File: src/rtl/gtxe2_chnl_rxoutclk_ctrl.sv
// -----------------------------------------------------------------------------
// gtxe2_chnl_rxoutclk_ctrl
//
// Sequenced RXOUTCLK source switcher for the GTXE2 channel simulation model.
// A requested RXOUTCLKSEL is synchronized into clk and applied in stages:
// park the output on constant 1, wait PARK_CYCLES, switch to the new source,
// then wait SETTLE_CYCLES before reporting completion. The output therefore
// never jumps directly from one clock source to another.
//
// The control path is ordinary synchronous logic. The RXOUTCLK mux selects
// between clock signals and is intended for simulation only.
//
// Handshake: there is no valid/ready pair. A new request is any change of the
// normalized, synchronized RXOUTCLKSEL_REQ. switch_busy is high from the edge a
// change is detected until completion. switch_done is a one-cycle pulse on the
// completion edge and is never high in a cycle where switch_busy is high.
//
// Ports:
//   clk               control clock (free-running)
//   rst_n             asynchronous active-low reset
//   RXOUTCLKSEL_REQ   requested source code, may be asynchronous to clk
//   RXOUTCLKPCS       PCS recovered clock        (code 001)
//   RXOUTCLKPMA       PMA recovered clock        (code 010)
//   RXPLLREFCLK_DIV1  PLL reference clock        (code 011)
//   RXPLLREFCLK_DIV2  PLL reference clock / 2    (code 100)
//   RXOUTCLK          selected clock (constant 1 for code 000)
//   sel_applied       select currently driving the mux
//   switch_busy       high while a switch sequence is in progress
//   switch_done       one-cycle completion pulse
// -----------------------------------------------------------------------------
module gtxe2_chnl_rxoutclk_ctrl #(
  parameter int SYNC_STAGES   = 2,  // legal range 2..4
  parameter int PARK_CYCLES   = 4,  // >= 1
  parameter int SETTLE_CYCLES = 8   // >= 1
) (
  input  logic       clk,
  input  logic       rst_n,
  input  logic [2:0] RXOUTCLKSEL_REQ,
  input  logic       RXOUTCLKPCS,
  input  logic       RXOUTCLKPMA,
  input  logic       RXPLLREFCLK_DIV1,
  input  logic       RXPLLREFCLK_DIV2,
  output logic       RXOUTCLK,
  output logic [2:0] sel_applied,
  output logic       switch_busy,
  output logic       switch_done
);

  localparam int CNT_MAX = ((PARK_CYCLES > SETTLE_CYCLES) ? PARK_CYCLES : SETTLE_CYCLES) - 1;
  localparam int CNT_W   = (CNT_MAX > 1) ? $clog2(CNT_MAX + 1) : 1;

  localparam logic [CNT_W-1:0] PARK_LOAD   = CNT_W'(PARK_CYCLES - 1);
  localparam logic [CNT_W-1:0] SETTLE_LOAD = CNT_W'(SETTLE_CYCLES - 1);
  localparam logic [CNT_W-1:0] CNT_ONE     = CNT_W'(1);

  typedef enum logic [1:0] {
    ST_STABLE = 2'd0,
    ST_PARK   = 2'd1,
    ST_SETTLE = 2'd2
  } state_t;

  // ---------------------------------------------------------------------------
  // Request synchronizer
  // ---------------------------------------------------------------------------
  logic [2:0] sync_q [SYNC_STAGES];

  always_ff @(posedge clk or negedge rst_n) begin
    if (!rst_n) begin
      for (int i = 0; i < SYNC_STAGES; i++) begin
        sync_q[i] <= 3'b000;
      end
    end else begin
      sync_q[0] <= RXOUTCLKSEL_REQ;
      for (int i = 1; i < SYNC_STAGES; i++) begin
        sync_q[i] <= sync_q[i-1];
      end
    end
  end

  logic [2:0] req_s;
  logic [2:0] req_n;

  assign req_s = sync_q[SYNC_STAGES-1];
  // Undefined codes 101..111 are treated as a request for the parked output.
  assign req_n = (req_s > 3'd4) ? 3'b000 : req_s;

  // ---------------------------------------------------------------------------
  // Switch sequencer
  // ---------------------------------------------------------------------------
  state_t           state_q,  state_d;
  logic [2:0]       target_q, target_d;
  logic [2:0]       sel_q,    sel_d;
  logic [CNT_W-1:0] cnt_q,    cnt_d;
  logic             busy_q,   busy_d;
  logic             done_q,   done_d;

  always_ff @(posedge clk or negedge rst_n) begin
    if (!rst_n) begin
      state_q  <= ST_STABLE;
      target_q <= 3'b000;
      sel_q    <= 3'b000;
      cnt_q    <= '0;
      busy_q   <= 1'b0;
      done_q   <= 1'b0;
    end else begin
      state_q  <= state_d;
      target_q <= target_d;
      sel_q    <= sel_d;
      cnt_q    <= cnt_d;
      busy_q   <= busy_d;
      done_q   <= done_d;
    end
  end

  always_comb begin
    state_d  = state_q;
    target_d = target_q;
    sel_d    = sel_q;
    cnt_d    = cnt_q;
    busy_d   = busy_q;
    done_d   = 1'b0;

    case (state_q)
      ST_STABLE: begin
        if (req_n != sel_q) begin
          target_d = req_n;
          sel_d    = 3'b000;
          cnt_d    = PARK_LOAD;
          busy_d   = 1'b1;
          state_d  = ST_PARK;
        end
      end

      ST_PARK: begin
        // A changed target restarts the park; this wins over the timeout.
        if (req_n != target_q) begin
          target_d = req_n;
          sel_d    = 3'b000;
          cnt_d    = PARK_LOAD;
          state_d  = ST_PARK;
        end else if (cnt_q == '0) begin
          sel_d   = target_q;
          cnt_d   = SETTLE_LOAD;
          state_d = ST_SETTLE;
        end else begin
          cnt_d = cnt_q - CNT_ONE;
        end
      end

      ST_SETTLE: begin
        // Compared against target, not the pre-sequence select: returning to
        // the old value mid-sequence is itself a retarget.
        if (req_n != target_q) begin
          target_d = req_n;
          sel_d    = 3'b000;
          cnt_d    = PARK_LOAD;
          state_d  = ST_PARK;
        end else if (cnt_q == '0) begin
          busy_d  = 1'b0;
          done_d  = 1'b1;
          state_d = ST_STABLE;
        end else begin
          cnt_d = cnt_q - CNT_ONE;
        end
      end

      default: begin
        state_d = ST_STABLE;
      end
    endcase
  end

  // ---------------------------------------------------------------------------
  // Output clock mux (simulation-only clock selection)
  // ---------------------------------------------------------------------------
  always_comb begin
    RXOUTCLK = 1'b1;
    case (sel_q)
      3'b001:  RXOUTCLK = RXOUTCLKPCS;
      3'b010:  RXOUTCLK = RXOUTCLKPMA;
      3'b011:  RXOUTCLK = RXPLLREFCLK_DIV1;
      3'b100:  RXOUTCLK = RXPLLREFCLK_DIV2;
      default: RXOUTCLK = 1'b1;
    endcase
  end

  assign sel_applied = sel_q;
  assign switch_busy = busy_q;
  assign switch_done = done_q;

endmodule

File: config.mk
export PLATFORM = sky130hd
export DESIGN_NAME = gtxe2_chnl_rxoutclk_ctrl
export DESIGN_NICKNAME = d
export VERILOG_FILES = /design/src/rtl/gtxe2_chnl_rxoutclk_ctrl.sv
export SDC_FILE = /design/constraint.sdc
export NUM_CORES = 1
export LEC_CHECK = 0
export CAP_MARGIN = 30
export CORE_MARGIN = 2
export CORE_UTILIZATION = 60
export CTS_BUF_LIST = sky130_fd_sc_hd__clkbuf_16
export CTS_CLUSTER_SIZE = 40
export DETAILED_ROUTE_END_ITERATION = 8
export DONT_BUFFER_PORTS = 1
export GPL_TIMING_DRIVEN = 0
export PLACE_DENSITY = 0.83
export SLEW_MARGIN = 15
export SYNTH_ARGS = -nofsm -noshare
export SYNTH_HDL_FRONTEND = slang
export SYNTH_SLANG_ARGS = --single-unit
File: constraint.sdc
create_clock -name clk -period 2.65 [get_ports clk]
set_clock_uncertainty 0.2 [all_clocks]
set_input_delay 0.1325 -clock clk [delete_from_list [all_inputs] [get_ports clk]]
set_output_delay 0.1325 -clock clk [all_outputs]
set_load 0.005 [all_outputs]
After elaboration in Yosys (flattened, before gate mapping)
Index checks and enable logic that the tools add are counted.
Storage, ports and cells
  bits in registers: 19
  bits in latches: 0
  memory bits (writable): 0
  memory bits (read-only): 0
  bits of input ports: 9
  output and inout port bits: 6
  logic and storage cells: 66
  memories: 0
Operators by class
  add/subtract/negate cells: 1
  multipliers: 0
  divide/modulo/power cells: 0
  magnitude comparators: 1
  eq/ne operators: 16
  shift operators: 0
  muxes and demuxes: 29
  bitwise gates (word level): 0
  reduce and logical (&&, ||, !) cells: 11
Operator list (count)
  $mux 3: 12
  $pmux 3 s3: 2
  $mux 2: 5
  $ne 3x3->1 const B: 3
  $reduce_and 3->1: 3
  $ne 2x2->1 const B: 4
  $reduce_and 4->1: 2
  $eq 3x2->1 const B: 2
  $mux 1: 6
  $ne 3x3->1: 2
  $pmux 2 s3: 1
  $pmux 3 s2: 1
  $pmux 1 s4: 1
  $reduce_bool 2->1: 2
  $eq 3x1->1 const B: 1
  $eq 3x3->1 const B: 1
  $gt 3x3->1 const B: 1
  $logic_not 3->1: 1
  $reduce_bool 3->1: 1
  $sub 3x1->3 const B: 1
  $eq 2x1->1 const B: 1
  $eq 2x2->1 const B: 1
  $logic_not 2->1: 1
  $ne 2x1->1 const B: 1
  2 further kinds: 2

Logic depth before layout (Yosys ltp)
  depth in word-level cells: 5
  mapped depth: 7
  mapped depth without buffers: 7

Least setup slack after synthesis
No wires, ideal clock.
  path type: flip-flop to flip-flop
  start: reg sync_q, in the netlist req_s[0]
  end: reg sel_q[1] (netlist: sel_applied[1])
  setup time: 78 ps
  data arrival time: 1905 ps
  data required time: 2372 ps
  setup slack: 467 ps
  cell stages (with the launch flop): 7
  path buffers: 1
  period minus slack after synthesis: 2183 ps
  cells stage by stage: dfrtp_1 xor2_1 or4_1 buf_2 a21oi_2 or4b_4 o2bb2ai_1
Between the ends
  word-level cells in the longest chain between the ends: 5
  elaborated cells on any way between the ends: 10
  classes of those cells: order compare: 1; eq/ne: 5; mux: 3; reduce/logical: 1
Ends and longest elaborated chain
  from (decl): line 65  | logic [2:0] sync_q [SYNC_STAGES];
  from (signal, indexed assignment): line 75  | sync_q[i] <= sync_q[i-1];
  $gt 3x3->1: line 85  | assign req_n = (req_s > 3'd4) ? 3'b000 : req_s;
  $mux 3 (*): line 85
  $ne 3x3->1, on equally long branches: line 136, 153, 125
  $ne 3x3->1 (no line), or another cell as far along
  $reduce_and 4->1 (no line) or $pmux 3 s3 (tied branches)
  to (signal assigned): line 108  | sel_q <= sel_d;
  to (decl): line 92  | logic [2:0] sel_q, sel_d;
Mark *: on every way between the ends. The rest lies on a longest branch, timed or not.
A chain may end at the register's enable or synchronous reset.

Worst setup path in the final report
  start: reg sync_q, in the netlist req_s[0]
  end: reg cnt_q[0]
Between the ends
  word-level cells in the longest chain between the ends: 5
  elaborated cells on any way between the ends: 10
  classes of those cells: order compare: 1; eq/ne: 4; mux: 4; reduce/logical: 1
Ends and longest elaborated chain
  $gt 3x3->1: line 85
  $mux 3 (*): line 85
  $ne 3x3->1, on equally long branches: line 136, 153, 125
  $ne 3x3->1 (no line), or another cell as far along
  $reduce_and 3->1 (no line) or $pmux 3 s3 (tied branches)
  to (signal assigned): line 109  | cnt_q <= cnt_d;
  to (decl): line 93  | logic [CNT_W-1:0] cnt_q, cnt_d;
Marks and branches as above.

==> impl_results.md <==
- WP buf/inv: 1
- CP cell instances: xor2_1 -> or4_1 -> buf_2 -> a21oi_1 -> or3_1 -> mux2_2
- First-pass GRT wire length: 3.25 mm
- Share of cells above drive strength 1: 11.7%
- Slew Viols, Final: 0
- Cell area after synthesis: ~1000 µm²
- Skew-Pair Late Insertion Delay: 0.25 ns
- Routed WL: 2.11 mm
- CP Class: reg -> reg
- Io pins: 15
- Die Height: 45.8 µm
- Die area: 2100 µm²
- Worst hold endpoint: req_s[0]
- CP Capture Type: flop
- Average wire per standard cell: 16.5 µm
- DP HPWL: 1.50 mm
- ANT cells: 0
- Initial antenna violation count: 0
- Largest net degree at the start of global routing: 20
- Share of flip-flops with an asynchronous set or reset: 100%
- Worst hold stages: 0
- Crit Path Max Fanout: 7
- PortBufs: 0
- Sum Neg Setup Slack: 0 ns
- Area delta synth->final: 15.8%
- RR Endpoint: cnt_q[0]
- Syn Area/Cell: just over 10 µm²
- Peak supply drop: approximately 0.54 mV
- # hold bufs at CTS: 4
- Worst Path Arrival: about 2.4 ns
- Final core area utilization: a little under three quarters
- Hold Crit Start: sync_q[3]
- Setup-failing EPs final: 0
- Drc violations: 0
- Multi-input combinational cell area: 533 µm²
- EDFF count, synth: 0
- RSZ-0062 raised after global routing: false
- Status: finished, final reports clean
- Die Width: between 40 and 50 µm
- Core Footprint: 1690 µm²
- Clk root buf: clkbuf_16
- Filler cells: 124
- CP max-delay cell: or4_1
- P per Cell Area: about 1000 nW/µm²
- Max frequency: a little over 0.4 GHz
- Setup ws final: just under 0.2 ns
- Iteration-0 DRC Markers: 15
- Setup bufs post-CTS: 0
- Yosys reg bits: 19
- Critical Path RT: 2.58 ns
- Pre-CTS setup slack: 0.237 ns
- Vias in the first global route: 730
- Clock Tree Buf Depth: 2
- R2R depth: 6
- DRT antenna net count: 0
- Worst r2r src: req_s[0]
- Max-slew headroom: between 70 and 80%
- YS warnings: 0
- Lkg Pwr: between 0.0005 and 0.0006 µW
- Delay of the slowest critical-path stage: 0.47 ns
- Actual slew at the worst max-slew pin: approximately 0.38 ns
- First-pass detailed-route iteration total: 4
- Gpl congestion: 0.801
- Post-CTS Resized: 0
- Fin. Hold Viols: 0
- CTS tree: yes
- Syn_nets: between 100 and 150
- Reg2reg setup slack: between 0.15 and 0.2 ns
- Via count: ~800
- Gr ovfl total: 0
- Final Cycle Share: 92.7%
- Via/cell ratio: 6.21
- Yosys cell types: 34
- Register Area: 475 µm²
- Critical path launch point type: flop
- Post-Syn Instances: ~100
- Num Clock Sinks: 19
- Worst path top cell family by delay: simple AND/OR/NAND/NOR gates
- Minimum clock period: 2.46 ns
- Register area share after synthesis: 45.4%
- Clock slew at reported path FFs: 0.05 ns
- GRT Total Usage: 22.8%
- Maxcap violations: 0
- Row Count: 15
- Dominant synthesized flop cell: dfrtp_1
- Hold crit path type: reg -> reg
- H-tree depth: 1
- Initial Utilization: between 60 and 70%
- Total CTS buffers: 3
- Net count, final: 127
==> per-layer routing <==
metal  track usage, %  vias up  routed length [µm]
met1             27.4      357                 844
met4             17.1        0                 113
met5                0        -                   0
met2             34.1       49                 986
li1                 -      374                   -
met3             6.75       15                 167
==> final cells by class <==
class | count | share of cell area, %
Sequential cell | 19 | 39.2
Buffer | 1 | 0.413
Timing Repair Buffer | 6 | 5.37
Clock inverter | 1 | 0.310
Multi-Input combinational cell | 72 | 44.0
Clock buffer | 3 | 6.19
Inverter | 9 | 2.79
Tap cell | 17 | 1.75
==> where the power goes <==
group | internal (µW) | switching (µW)
logic | 255 | 320
clock network | 201 | 104
registers | 349 | 43.4
==> cell usage in the layout, fill, tap and decap left out <==
cell,count
dlygate4sd3_1,5
or2b_1,1
o211ai_1,1
o21ai_0,1
nand2_1,4
or3_1,2
o22ai_1,1
buf_2,1
xnor2_1,3
o211ai_2,1
a21oi_1,8
or3b_2,1
nor2_1,9
o21ba_2,1
buf_8,1
mux2i_1,4
a21oi_2,1
a32oi_1,1
a31o_2,1
a211oi_1,1
o311a_1,1
a2111oi_0,1
nor3b_1,2
or4b_4,1
nand3_1,2
clkbuf_16,3
mux2_2,2
ha_1,6
xor2_1,2
o2bb2ai_1,3
dfrtp_1,19
nand2b_1,5
or4_1,1
o31a_1,1
a22o_1,1
inv_1,10
nor2b_1,3
==> synthesized netlist by cell type, types with 2 or more instances <==
cell / n / area share, %
a21oi_1: 8 / 3.8
dfrtp_1: 19 / 45
ha_1: 6 / 7.2
inv_1: 9 / 3.2
mux2_2: 2 / 2.2
mux2i_1: 4 / 3.8
nand2_1: 4 / 1.4
nand2b_1: 5 / 3.0
nand3_1: 2 / 0.96
nor2_1: 9 / 3.2
nor2b_1: 3 / 1.8
nor3b_1: 2 / 1.4
o2bb2ai_1: 3 / 2.5
or3_1: 2 / 1.2
xnor2_1: 3 / 2.5
xor2_1: 2 / 1.7
==> worst max-delay path by stage <==
| stage | startpoint | slack [ns] | end | depth (start not counted) |
|---|---|---|---|---|
| 2_1_floorplan | req_s[0] | 0.47 | sel_applied[1] | 6 |
| 4_1_cts | req_s[0] | 0.22 | cnt_q[0] | 6 |
| 3_5_place_dp | req_s[0] | 0.24 | cnt_q[0] | 6 |
| 3_3_place_gp | req_s[0] | 0.26 | cnt_q[0] | 6 |
| 6_report | req_s[0] | 0.19 | cnt_q[0] | 6 |
| 5_1_grt | req_s[0] | 0.13 | cnt_q[0] | 6 |
==> cells by family after synthesis <==
kind of cell	share of synthesized area, %
and+or+nand+nor	16.6
AOI/OAI and AO/OA	17.0
DFF	45.4
buffers and inverters	3.70
muxes	5.97
adders and majority gates	7.17
xor gates and xnor gates	4.18
==> flip-flops by register name (all words and copies together) (netlist names) <==
register and cells:
state_q 2, sync_q 3, req_s 3, target_q 3, cnt_q 3, switch_done 1
sel_applied 3, switch_busy 1
==> metrics by stage <==
step           hold WS (ns)  std cells  total power, µW  area (µm²)
2_1_floorplan        -0.363        101              829        1050
3_3_place_gp         -0.363        118              906        1070
3_5_place_dp         -0.363        118              945        1070
4_1_cts               0.146        126             1260        1190
5_1_grt               0.151        128             1350        1210
6_report              0.146        128             1270        1210
No activity file was read; power rests on OpenSTA's default activity.
